## src/rtl/switch_input_port.sv

```systemverilog
// Debounced, CPU-handshaked capture of the 16-bit board switches.
// One qualified press of btn_enter yields exactly one word on data_out.
module switch_input_port #(
  parameter int DEBOUNCE_CYCLES = 250000
) (
  input  logic        clk,
  input  logic        reset,
  input  logic [15:0] switch,
  input  logic        btn_enter,
  input  logic        req,
  input  logic        ack,
  output logic [31:0] data_out,
  output logic        data_valid,
  output logic [2:0]  estado
);

  localparam int CNT_W = $clog2(DEBOUNCE_CYCLES);
  localparam logic [CNT_W-1:0] CNT_LAST = CNT_W'(DEBOUNCE_CYCLES - 1);

  typedef enum logic [2:0] {
    IDLE     = 3'd0,
    ARMED    = 3'd1,
    DEBOUNCE = 3'd2,
    VALID    = 3'd3,
    RELEASE  = 3'd4
  } state_t;

  state_t           state_q;
  logic             btn_meta_q;
  logic             btn_s_q;
  logic [CNT_W-1:0] cnt_q;
  logic [15:0]      data_q;
  logic             valid_q;

  // The counter serves both the press qualification (DEBOUNCE) and the
  // release qualification (RELEASE); it is cleared on entry to each.
  always_ff @(posedge clk) begin
    if (reset) begin
      state_q    <= IDLE;
      btn_meta_q <= 1'b0;
      btn_s_q    <= 1'b0;
      cnt_q      <= '0;
      data_q     <= '0;
      valid_q    <= 1'b0;
    end else begin
      btn_meta_q <= btn_enter;
      btn_s_q    <= btn_meta_q;
      case (state_q)
        IDLE: begin
          valid_q <= 1'b0;
          if (req) state_q <= ARMED;
        end
        ARMED: begin
          if (!req) begin
            state_q <= IDLE;
          end else if (btn_s_q) begin
            state_q <= DEBOUNCE;
            cnt_q   <= '0;
          end
        end
        DEBOUNCE: begin
          if (!req) begin
            state_q <= IDLE;
          end else if (!btn_s_q) begin
            state_q <= ARMED;
          end else if (cnt_q == CNT_LAST) begin
            state_q <= VALID;
            data_q  <= switch;
            valid_q <= 1'b1;
          end else begin
            cnt_q <= cnt_q + 1'b1;
          end
        end
        VALID: begin
          // ack wins over a simultaneous req drop: the word was consumed.
          if (ack) begin
            state_q <= RELEASE;
            valid_q <= 1'b0;
            cnt_q   <= '0;
          end else if (!req) begin
            state_q <= IDLE;
            valid_q <= 1'b0;
          end
        end
        RELEASE: begin
          if (btn_s_q) begin
            cnt_q <= '0;
          end else if (cnt_q == CNT_LAST) begin
            state_q <= IDLE;
          end else begin
            cnt_q <= cnt_q + 1'b1;
          end
        end
        default: begin
          state_q <= IDLE;
          valid_q <= 1'b0;
        end
      endcase
    end
  end

  assign data_out   = {16'b0, data_q};
  assign data_valid = valid_q;
  assign estado     = state_q;

endmodule

```

## config.mk

```make
export PLATFORM = sky130hd
export DESIGN_NAME = switch_input_port
export DESIGN_NICKNAME = d
export VERILOG_FILES = /design/src/rtl/switch_input_port.sv
export SDC_FILE = /design/constraint.sdc
export NUM_CORES = 1
export LEC_CHECK = 0
export ABC_AREA = 1
export BUFFER_PORTS_ARGS = -buffer_cell sky130_fd_sc_hd__buf_2
export CORE_UTILIZATION = 45
export CTS_BUF_LIST = sky130_fd_sc_hd__clkbuf_8
export DETAILED_ROUTE_END_ITERATION = 7
export PLACE_DENSITY = 0.7
export SLEW_MARGIN = 20
export SYNTH_ARGS = -nofsm -noshare
export SYNTH_HDL_FRONTEND = slang
export SYNTH_SLANG_ARGS = --single-unit
```

## constraint.sdc

```tcl
create_clock -name clk -period 1.7 [get_ports clk]
set_input_delay 0.34 -clock clk [delete_from_list [all_inputs] [get_ports clk]]
set_output_delay 0.34 -clock clk [all_outputs]
set_load 0.05 [all_outputs]
```

==> flow_summary.json <==
{
  "placed_cells": 442,
  "path_cells": "ha_2 > nand3_2 > buf_4 > nor3_4 > and2_4 > nand2_1 > nor3_1 > nor2_1",
  "critPathSlowestCell": "dfxtp_1",
  "cp_max_fo": 4,
  "critical_path_buf_inv_count": 1,
  "grt_setup_unrepaired": "true",
  "drt_iter0_drc": 110,
  "period_share": 0.928,
  "startpoint_type": "register",
  "die-width_um": 72.8,
  "port_buffers": 40,
  "core_region_area_mm2": 0.00479,
  "min_path_type": "in -> reg",
  "clock_skew_ps": 9.31,
  "drive_gt1_frac": 0.230,
  "final-hold-violation-count": 0,
  "htreeDepth": 2,
  "layout_commonest_cell": "nand2_1",
  "grt_overflow": 0,
  "yosysSeqAreaShare": 0.355,
  "antenna_cells": 0,
  "clkLatencyLatePin_ps": 300,
  "status": "complete, no violations",
  "place.gp.congestion": 0.892,
  "vias_per_cell": 4.62,
  "num_vias": 2080,
  "dr.pass1.iters": 4,
  "antenna_found_initial": 0,
  "drc_errors": 0,
  "worstSetupPathType": "reg -> reg",
  "setup_viol": 0,
  "cts_made_buffers": 5,
  "stdcell_count": 450,
  "ctsLongestPathBuffers": 2,
  "end_kind": "register",
  "maxCapViolations": 0,
  "ys_ff_latch": 40,
  "chipHeight_um": 72.8,
  "start_util": 0.471,
  "hold_slack_ps": 245,
  "nets": 404,
  "p_leak_uw": 0.00123,
  "fmax_mhz": 634,
  "peakVddDrop_mv": 0.520,
  "power_density_mw_per_mm2": 964,
  "grt_pass1_wl_mm": 7.95,
  "cts_tree": "yes",
  "grt_max_degree": 33,
  "cpLargestDelayFamily": "simple AND/OR/NAND/NOR gates",
  "synth_top_family_by_area": "simple AND/OR/NAND/NOR gates",
  "slowest_delay_ps": 350,
  "syn_avg_cell_area_um2": 6.73,
  "syn2layout_area_growth_pct": 16.3,
  "layout_common_cells": "nand2_1 (62), inv_1 (56), buf_2 (40)",
  "yosys.area_share.simple": 0.307,
  "netlist_instances": 335,
  "ctsHoldBuffers": 0,
  "wirelength_mm": 4.78,
  "synth-xor-area-share": 0.00388,
  "dieArea_mm2": 0.00530,
  "io_pins": 57,
  "synth_area_mm2": 0.00226,
  "drv_slew": 0,
  "drtAntennaViolNets": 0,
  "dp_hpwl_mm": 3.62,
  "crit_arrival_ps": 1760,
  "synthMuxAreaShare": 0,
  "cts_sinks": 40,
  "ctsRootBufferMaster": "clkbuf_8",
  "yosys.area_share.adder": 0.00555,
  "path_clk_slew_ps": 90,
  "fin_crit_ps": 1580,
  "yosysUniqueCellTypes": 31,
  "rows": 25,
  "grt_pass1_vias": 1834,
  "stdcell_area_mm2": 0.00262,
  "synth_warnings": 0,
  "crit_required_ps": 1890,
  "synth-compound-area-share": 0.148,
  "wl_per_cell_um": 10.6,
  "grtUsageTotal": 0.191,
  "post_dp_cell_area_mm2": 0.00250
}
-- Yosys cell counts, drive strengths merged --
| master | n | area, µm² |
|---|---|---|
| o31ai | 1 | 7.51 |
| nand3 | 21 | 110 |
| ha | 1 | 12.5 |
| dfxtp | 40 | 801 |
| nand4 | 6 | 37.5 |
| a21oi | 25 | 133 |
| inv | 59 | 221 |
| nor3b | 1 | 7.51 |
| buf | 21 | 176 |
| o21ai | 27 | 173 |
| nor2 | 43 | 171 |
| clkbuf | 2 | 7.51 |
| conb | 1 | 3.75 |
| o22ai | 1 | 6.26 |
| nand2 | 70 | 288 |
| o21bai | 1 | 7.51 |
| and2 | 1 | 6.26 |
| nor3 | 12 | 71.3 |
| a31oi | 1 | 6.26 |
| xor2 | 1 | 8.76 |
-- worst paths after layout --
kind                                             from                endpoint  slack (ps)  cells after the start
worst min register to register  btn_meta_q$_SDFF_PP0_      btn_s_q$_SDFF_PP0_         410                      2
worst max-delay path            cnt_q[0]$_SDFFE_PP0P_  cnt_q[14]$_SDFFE_PP0P_         120                      8
worst min-delay path                        btn_enter   btn_meta_q$_SDFF_PP0_         250                      3
worst max register to register  cnt_q[0]$_SDFFE_PP0P_  cnt_q[14]$_SDFFE_PP0P_         120                      8
-- registers in the layout, indices dropped and copies added (netlist names) --
register / flops
btn_meta_q: 1
estado: 3
cnt_q: 18
data_valid: 1
data_q: 16
btn_s_q: 1
-- area by class of cell --
class / count / area, µm²
Clock buffer: 5 / 68.8
Clock inverter: 3 / 47.5
Fill cell: 459 / 2160
Inverter: 59 / 221
Multi-Input combinational cell: 228 / 1110
Sequential cell: 40 / 803
Tap cell: 67 / 83.8
Timing Repair Buffer: 48 / 285
-- stage by stage --
| step | util | setup WS, ps | power, µW | TNS, ps |
|---|---|---|---|---|
| 2_1_floorplan | - | 33.6 | 1600 | 0 |
| 3_3_place_gp | 0.522 | 120 | 1740 | 0 |
| 3_5_place_dp | 0.522 | 70.1 | 1740 | 0 |
| 4_1_cts | 0.546 | 56.3 | 2540 | 0 |
| 5_1_grt | 0.548 | -27.5 | 2670 | -27.5 |
| 6_report | 0.548 | 123 | 2530 | 0 |
-- power breakdown --
group | leakage [µW] | total [µW] | switching, µW | internal [µW]
Sequential | 0.000324 | 1020 | 39.3 | 978
Combinational | 0.000847 | 712 | 500 | 212
Clock | 0.0000583 | 801 | 358 | 442
-- what timing repair did --
item                                    4_1_cts  5_1_grt
endpoints found under the setup margin        0        7
hold endpoints to repair                      0        0
resized for setup                             0        6
buffers inserted                              0        0
-- layer usage --
| metal | routed length (µm) | vias to the layer above | track usage |
|---|---|---|---|
| met2 | 2040 | 61 | 0.295 |
| li1 | - | 1118 | - |
| met4 | 56 | 0 | 0.0654 |
| met1 | 2400 | 894 | 0.260 |
| met3 | 274 | 7 | 0.0483 |
| met5 | 0 | - | 0 |
-- logic make-up (layout without fill, tap and decap cells) --
family | count (synthesis) | in the layout
AND/OR/NAND/NOR | 154 | 154
buffers and inverters | 82 | 115
AO/OA/AOI/OAI | 56 | 56
other | 1 | 16
XOR/XNOR | 1 | 1
flip-flops | 40 | 40
adder cells (fa/ha/maj) | 1 | 1
-- worst min-delay path, delay by kind of cell --
| kind | cells | cell delay, ps |
|---|---|---|
| buffers and inverters | 2 | 100 |
| and+or+nand+nor | 1 | 70 |
(Power assumes the default switching activity.)
